===== src/rtl/line_mem_responder.sv =====
// Memory-side responder for the per-line controller: word-addressed line store
// with a shared word pointer, registered reads, write-completion pulse and line zero-fill.
module line_mem_responder #(
  parameter int SIZE    = 25,
  parameter int MEMSIZE = 3,
  parameter int WORDS   = 5,
  parameter int PTRW    = 3
) (
  input  logic               clk,
  input  logic               rst,
  input  logic               read,
  input  logic               write,
  input  logic               initLine,
  input  logic [MEMSIZE-1:0] line,
  input  logic [SIZE-1:0]    writeVal,
  output logic [SIZE-1:0]    readVal,
  output logic               rvalid,
  output logic               done,
  output logic               busy,
  output logic [PTRW-1:0]    ptr
);

  // Each line occupies a power-of-two slot so the address is a plain concatenation.
  localparam int AW    = MEMSIZE + PTRW;
  localparam int DEPTH = 1 << AW;
  localparam logic [PTRW-1:0] LAST = PTRW'(WORDS - 1);

  typedef enum logic [1:0] {
    IDLE,
    ACCESS,
    CLEAR
  } state_t;

  logic [SIZE-1:0] mem [DEPTH];

  state_t            state_q, state_d;
  logic [PTRW-1:0]    ptr_q, ptr_d;
  logic [MEMSIZE-1:0] clr_line_q, clr_line_d;
  logic [PTRW-1:0]    clr_idx_q, clr_idx_d;
  logic               rvalid_q, rvalid_d;
  logic               done_q, done_d;
  logic               busy_q, busy_d;
  logic [SIZE-1:0]    readVal_q;

  logic               mem_we;
  logic [AW-1:0]      mem_waddr;
  logic [SIZE-1:0]    mem_wdata;
  logic               mem_re;
  logic [AW-1:0]      acc_addr;

  assign acc_addr = {line, ptr_q};

  always_comb begin
    state_d    = state_q;
    ptr_d      = ptr_q;
    clr_line_d = clr_line_q;
    clr_idx_d  = clr_idx_q;
    rvalid_d   = 1'b0;
    done_d     = 1'b0;
    busy_d     = busy_q;
    mem_we     = 1'b0;
    mem_waddr  = acc_addr;
    mem_wdata  = writeVal;
    mem_re     = 1'b0;

    case (state_q)
      IDLE, ACCESS: begin
        if (initLine) begin
          // initLine wins; any read/write in the same cycle is dropped.
          state_d    = CLEAR;
          clr_line_d = line;
          clr_idx_d  = '0;
          ptr_d      = '0;
          busy_d     = 1'b1;
        end else if (read || write) begin
          state_d = ACCESS;
          if (read) begin
            mem_re   = 1'b1;
            rvalid_d = 1'b1;
          end
          if (write) begin
            mem_we = 1'b1;
            if (ptr_q == LAST) begin
              ptr_d  = '0;
              done_d = 1'b1;
            end else begin
              ptr_d = ptr_q + 1'b1;
            end
          end
        end else begin
          state_d = IDLE;
        end
      end

      CLEAR: begin
        mem_we    = 1'b1;
        mem_waddr = {clr_line_q, clr_idx_q};
        mem_wdata = '0;
        if (clr_idx_q == LAST) begin
          state_d   = IDLE;
          clr_idx_d = '0;
          ptr_d     = '0;
          busy_d    = 1'b0;
        end else begin
          clr_idx_d = clr_idx_q + 1'b1;
        end
      end

      default: begin
        state_d = IDLE;
        busy_d  = 1'b0;
      end
    endcase
  end

  always_ff @(posedge clk or posedge rst) begin
    if (rst) begin
      state_q    <= IDLE;
      ptr_q      <= '0;
      clr_line_q <= '0;
      clr_idx_q  <= '0;
      rvalid_q   <= 1'b0;
      done_q     <= 1'b0;
      busy_q     <= 1'b0;
    end else begin
      state_q    <= state_d;
      ptr_q      <= ptr_d;
      clr_line_q <= clr_line_d;
      clr_idx_q  <= clr_idx_d;
      rvalid_q   <= rvalid_d;
      done_q     <= done_d;
      busy_q     <= busy_d;
    end
  end

  // Store has no reset; only a zero-fill clears it.
  always_ff @(posedge clk) begin
    if (mem_we) begin
      mem[mem_waddr] <= mem_wdata;
    end
  end

  // Reading and writing the same word on one edge returns the old contents.
  always_ff @(posedge clk or posedge rst) begin
    if (rst) begin
      readVal_q <= '0;
    end else if (mem_re) begin
      readVal_q <= mem[acc_addr];
    end
  end

  assign readVal = readVal_q;
  assign rvalid  = rvalid_q;
  assign done    = done_q;
  assign busy    = busy_q;
  assign ptr     = ptr_q;

endmodule


===== config.mk =====
export PLATFORM = sky130hd
export DESIGN_NAME = line_mem_responder
export DESIGN_NICKNAME = d
export VERILOG_FILES = /design/src/rtl/line_mem_responder.sv
export SDC_FILE = /design/constraint.sdc
export NUM_CORES = 2
export LEC_CHECK = 0
export CAP_MARGIN = 10
export CORE_MARGIN = 3
export CORE_UTILIZATION = 35
export CTS_CLUSTER_DIAMETER = 30
export DETAILED_ROUTE_END_ITERATION = 8
export HOLD_SLACK_MARGIN = 0.12
export PLACE_DENSITY = 0.5
export SLEW_MARGIN = 10
export SYNTH_ARGS = -nofsm -noshare
export SYNTH_HDL_FRONTEND = slang
export SYNTH_SLANG_ARGS = --single-unit

===== constraint.sdc =====
create_clock -name clk -period 3.48 [get_ports clk]
set_input_delay 0.696 -clock clk [delete_from_list [all_inputs] [get_ports clk]]
set_output_delay 0.696 -clock clk [all_outputs]
set_load 0.02 [all_outputs]

# Word-level counts from Yosys, hierarchy flattened
# Memories as Yosys holds them, arrays and structs flattened. A register that Yosys moved wholly into a read port is not among the register bits.
# Index checks and enable logic that the tools add are counted.
# totals
reg_bits	14
mem_bits_rw	1600
out_inout_bits	31
elab_cells	59
memories	1
# op_classes
add_sub_neg	2
n_eq_ne	8
mux	33
reduce_logical	8
# mem_list
name	words	width	rd	rd_clocked_by_memory_dff	wr	line_no	text
mem	64	25	1	1	1	34	logic [SIZE-1:0] mem [DEPTH];
# ops
op	n
two-way mux 25 bit	1
two-way mux 3 bit	7
two-way mux 1 bit	17
case mux 3 bit (2 select lines)	2
adder 3 x 1 -> 3 bit, second input constant	2
== test 3 bit, second input constant	2
two-way mux 6 bit	1
!= test 3 bit, second input constant	2
AND reduction 2 bit	3
two-way mux 2 bit	2
!= test 2 bit, second input constant	2
case mux 1 bit (2 select lines)	2
case mux 2 bit (2 select lines)	1
AND reduction 4 bit	1
== test 2 x 1 -> 1 bit, second input constant	1
== test 2 bit, second input constant	1
zero test 2 bit	1
nonzero test 2 bit	1
OR reduction 2 bit	1
logical OR 1 bit	1

# Depth between registers and ports, before layout
# logic_depth
depth_word	6
depth_mapped	10
ltp_nobuf	7

# Worst setup path after synthesis
# Ideal clock, no wire load.
# synth_timing
kind	reg-to-reg
start	reg ptr_q[2] (netlist: ptr[2])
end	mem mem[0][0], enable pin
setup_ns	0.407
t_arrival_ns	2.798
t_required_ns	3.073
slack_ns	0.275
path_stages_with_launch	8
cell_sequence	dfrtp_1 buf_2 buf_6 buf_2 buf_2 o31ai_1 nand2_1 nor2_1
# synth_between
elab_chain_len	1
# synth_lines
item	line_no	text
from (decl)	37	logic [PTRW-1:0] ptr_q, ptr_d;
from (signal assigned)	127	ptr_q <= ptr_d;
two-way mux 6 bit	66	case (state_q)
to (decl)	34	
# No other way between the ends.

# Worst setup path after layout
# layout_timing
start	reg ptr_q[0] (netlist: ptr[0])
end	out ptr[0]
# layout_lines
item	line_no	text
to (decl)	20	output logic [PTRW-1:0] ptr
# No word-level cell between the ends.

==> results_tabular.tex <==
\begin{tabular}{lr}
\hline
Metric & Value \\
\hline
\multicolumn{2}{l}{\textbf{Clock tree}} \\
Clock tree from TritonCTS & built \\
Clock Pin Slew Worst Setup and Hold Paths & 0.05 ns \\
Buffer levels on the longest clock path & 4 \\
Resized cells post-CTS & 0 \\
Sink count of the clock tree & 1,639 \\
H-tree lvl count & 5 \\
Total clock buffers created by CTS & 377 \\
Clock tree root driver cell & sky130\_fd\_sc\_hd\_\_clkbuf\_16 \\
Clock latency of the later-clocked register in the worst-skew pair & roughly 0.93 ns \\
\multicolumn{2}{l}{\textbf{Logic synthesis}} \\
Post-Synthesis Mean Instance Area & 19.3 um2 \\
Share of flip-flops with an asynchronous set or reset & 2.38\% \\
Primary flip-flop cell chosen by synthesis mapping & sky130\_fd\_sc\_hd\_\_edfxtp\_1 \\
Sequential area share after synthesis & 77.5\% \\
Yosys Warn Count & 0 \\
Netlist Area Pre-Place & 0.0632 mm2 \\
Syn Inst Count & 3,274 \\
Synthesized net count & 3,311 \\
Count of distinct cell types in the synthesized netlist & 49 \\
Number of enable-type register cells in the synthesized netlist & 1,600 \\
Synthesized flop and latch total & 1,639 \\
\multicolumn{2}{l}{\textbf{Timing}} \\
Final slew viol count & 0 \\
Achievable clock frequency & 301 MHz \\
Worst Clk Skew & 0.0676 ns \\
Post-route setup slack & 0.159 ns \\
Setup TNS & 0 ns \\
Number of hold-slack violations in the final timing report & 0 \\
Slew of the pin with the lowest slew margin & 0.849 ns \\
Endpoints failing setup & 0 \\
Post-layout minimum cycle time & 3.32 ns \\
Worst-case headroom to the max-slew limit & a little over two fifths \\
RSZ-0062 raised after global routing & false \\
Period utilisation layout & 95.4\% \\
\multicolumn{2}{l}{\textbf{Global route}} \\
Largest net degree at the start of global routing & 65 \\
Number of global-route vias before repair & 34,400 \\
Grt ovf & 0 \\
GRT Overall Usage & 19.8\% \\
Number of antenna violations at the first check in global routing & 11 \\
First-pass GRT wire length & 262,000 um \\
\multicolumn{2}{l}{\textbf{Critical path}} \\
Type of the setup path with the least slack & reg2out \\
Critical Path End Type & output port \\
Critical path launch point type & flip-flop \\
Required time of the critical path & approximately 2.8 ns \\
Worst-path fanout max & 25 \\
Reg2Reg Depth & 9 \\
Signal arrival time at the worst endpoint & 2.63 ns \\
\multicolumn{2}{l}{\textbf{Final layout}} \\
Post-layout instance area & 0.0825 mm2 \\
Fraction of layout cells with a size suffix above 1 & 28.7\% \\
Area growth from synthesis to final layout & 30.5\% \\
Count of filler cells inserted in the layout & between 15,000 and 20,000 \\
Area taken by multi-input logic gates & 0.0136 mm2 \\
Nets & 3,877 \\
Area used by sequential logic in the layout & 0.0490 mm2 \\
Final std cells w/o fill & 6,498 \\
Utilization after layout & between 40\% and 50\% \\
\multicolumn{2}{l}{\textbf{Floorplan}} \\
Core region area & 0.179 mm2 \\
Effective utilization at floorplan & around a third \\
DIE WIDTH & 431 um \\
I/O pins & 64 \\
Number of core rows & between 150 and 200 \\
Die span in y & 431 um \\
Total die area & 0.186 mm2 \\
\multicolumn{2}{l}{\textbf{Detailed routing}} \\
Initial DRT Pass Iterations & 5 \\
Aggregate routed wire length & 185,000 um \\
Number of vias after detailed routing & 34,000 \\
Avg Vias per Cell & 5.23 \\
Violation count after the first detailed-routing iteration & approximately 3,200 \\
Post-detailed-route wirelength per cell & between 20 and 30 um \\
Post-route DRC & 0 \\
Number of routed nets with antenna violations & 0 \\
\multicolumn{2}{l}{\textbf{Place}} \\
Port buffer count & between 60 and 70 \\
Detailed placer's ending HPWL & about 110,000 um \\
Placer Congestion & 0.850 \\
Cell count after placement & 5,809 \\
Area after DPL & 0.0702 mm2 \\
DP Worst Slack & -0.0484 ns \\
\multicolumn{2}{l}{\textbf{Run status}} \\
Outcome & completed \\
\multicolumn{2}{l}{\textbf{Worst hold path}} \\
Number of instances on the worst hold path & 4 \\
Hold Path Class & in2reg \\
\multicolumn{2}{l}{\textbf{Pwr}} \\
Static Leak & 26.5 nW \\
Largest voltage drop on the vdd net & around 470 uV \\
Power density of the placed cells & 857 mW/mm2 \\
\multicolumn{2}{l}{\textbf{Run}} \\
Max cap viols & 0 \\
\hline
\end{tabular}
-- registers in the layout (all words and copies together), names as in the netlist --
register and count:
done 1, ptr 3, mem 1600, clr_idx_q 3, busy 1, state_q 2, rvalid 1, clr_line_q 3
readVal 25
-- cell usage after synthesis, types with 3 or more instances --
master	n	area, um2
sky130_fd_sc_hd__a41oi_1	23	201
sky130_fd_sc_hd__nand4bb_1	3	33.8
sky130_fd_sc_hd__o21a_1	3	22.5
sky130_fd_sc_hd__nand2_1	171	642
sky130_fd_sc_hd__o22ai_1	126	788
sky130_fd_sc_hd__mux2i_1	401	4010
sky130_fd_sc_hd__and2_1	27	169
sky130_fd_sc_hd__nand2b_1	6	37.5
sky130_fd_sc_hd__nor2b_1	5	31.3
sky130_fd_sc_hd__a31o_1	20	175
sky130_fd_sc_hd__clkbuf_1	60	225
sky130_fd_sc_hd__a22oi_1	100	751
sky130_fd_sc_hd__edfxtp_1	1600	48000
sky130_fd_sc_hd__dfrtp_1	39	976
sky130_fd_sc_hd__ha_1	4	50.1
sky130_fd_sc_hd__nor2_1	95	357
sky130_fd_sc_hd__buf_2	95	475
sky130_fd_sc_hd__o21ai_0	63	315
sky130_fd_sc_hd__buf_4	21	158
sky130_fd_sc_hd__inv_1	6	22.5
sky130_fd_sc_hd__mux4_2	200	4500
sky130_fd_sc_hd__o31ai_1	4	30.0
sky130_fd_sc_hd__nand3_1	77	385
sky130_fd_sc_hd__a31oi_1	27	169
sky130_fd_sc_hd__nor4_1	26	163
sky130_fd_sc_hd__a31o_2	4	35.0
sky130_fd_sc_hd__buf_1	6	22.5
sky130_fd_sc_hd__nand4_1	3	18.8
sky130_fd_sc_hd__buf_6	7	78.8
sky130_fd_sc_hd__a21oi_1	27	135
-- cell families (layout without fill, tap and decap cells) --
kind of cell               after synthesis  count (layout)  synth area share (%)
and+or+nand+nor                        429             429                  3.11
DFF                                   1639            1639                  77.5
other                                    0               8                     0
muxes                                  601             601                  13.5
buffers and inverters                  198            1059                  1.58
adders and majority gates                4               4                0.0792
AOI/OAI and AO/OA                      403             403                  4.23
-- area by class of cell --
| type | instances | share of cell area [%] |
|---|---|---|
| sequential | 1639 | 59.4 |
| multi-input combinational | 1437 | 16.4 |
| clock buffer | 436 | 11.9 |
| timing repair buffer | 378 | 5.70 |
| tap | 2355 | 3.57 |
| clock inverter | 238 | 2.89 |
| inverter | 7 | 0.0318 |
| antenna | 8 | 0.0243 |
-- stage by stage --
step | total power, mW | hold slack, ns
after detailed placement | 37.5 | 0.499
after global routing | 73.1 | 0.425
after CTS | 71.4 | 0.406
after global placement | 37.4 | 0.498
after floorplan | 31.2 | 0.467
final | 70.7 | 0.449
-- worst paths after layout --
| path | start | to | slack, ns |
|---|---|---|---|
| worst max-delay path | ptr[0] | ptr[0] | 0.16 |
| worst min-delay path | line[1] | clr_line_q[1] | 0.45 |
| worst max register to register | ptr[2] | readVal[10] | 0.41 |
| worst min register to register | clr_line_q[2] | clr_line_q[2] | 0.51 |
| max in group asynchronous | rst | readVal[4] | 1.99 |
| min in group asynchronous | rst | state_q[0] | 0.70 |
-- critical path: stages (launching register included) --
cell                              delay [ns]
sky130_fd_sc_hd__dfrtp_4                0.77
sky130_fd_sc_hd__buf_12                 0.27
sky130_fd_sc_hd__clkdlybuf4s50_1        0.64
-- power by group --
group          switching (mW)  internal [mW]
Sequential              0.595           24.2
Clock                    10.5           23.2
Combinational            7.93           4.29
-- layer usage --
layer / wire (um) / part of all wire, % / global-route usage, % / vias to the layer above
met5: 0 / 0 / 0 / -
met4: 5970 / 3.2 / 7.24 / 0
met3: 10300 / 5.5 / 3.92 / 348
met2: 89900 / 49 / 31.9 / 1047
met1: 78900 / 43 / 26.7 / 17900
li1: - / - / - / 14700
-- what timing repair did --
item                       CTS  global route
setup endpoints to repair    3             0
setup buffers                6             0
hold buffers                 1             0
hold endpoints to repair    14             0
-- cell usage in the layout (no fill, tap or decap), types with 72 or more instances in the layout --
cell type	n
sky130_fd_sc_hd__nand3_1	77
sky130_fd_sc_hd__mux4_2	200
sky130_fd_sc_hd__nand2_1	171
sky130_fd_sc_hd__clkbuf_16	385
sky130_fd_sc_hd__edfxtp_1	1600
sky130_fd_sc_hd__buf_4	178
sky130_fd_sc_hd__clkinv_2	72
sky130_fd_sc_hd__buf_12	135
sky130_fd_sc_hd__o22ai_1	126
sky130_fd_sc_hd__mux2i_1	401
sky130_fd_sc_hd__a22oi_1	100
Power figures use the tool's default switching activity.
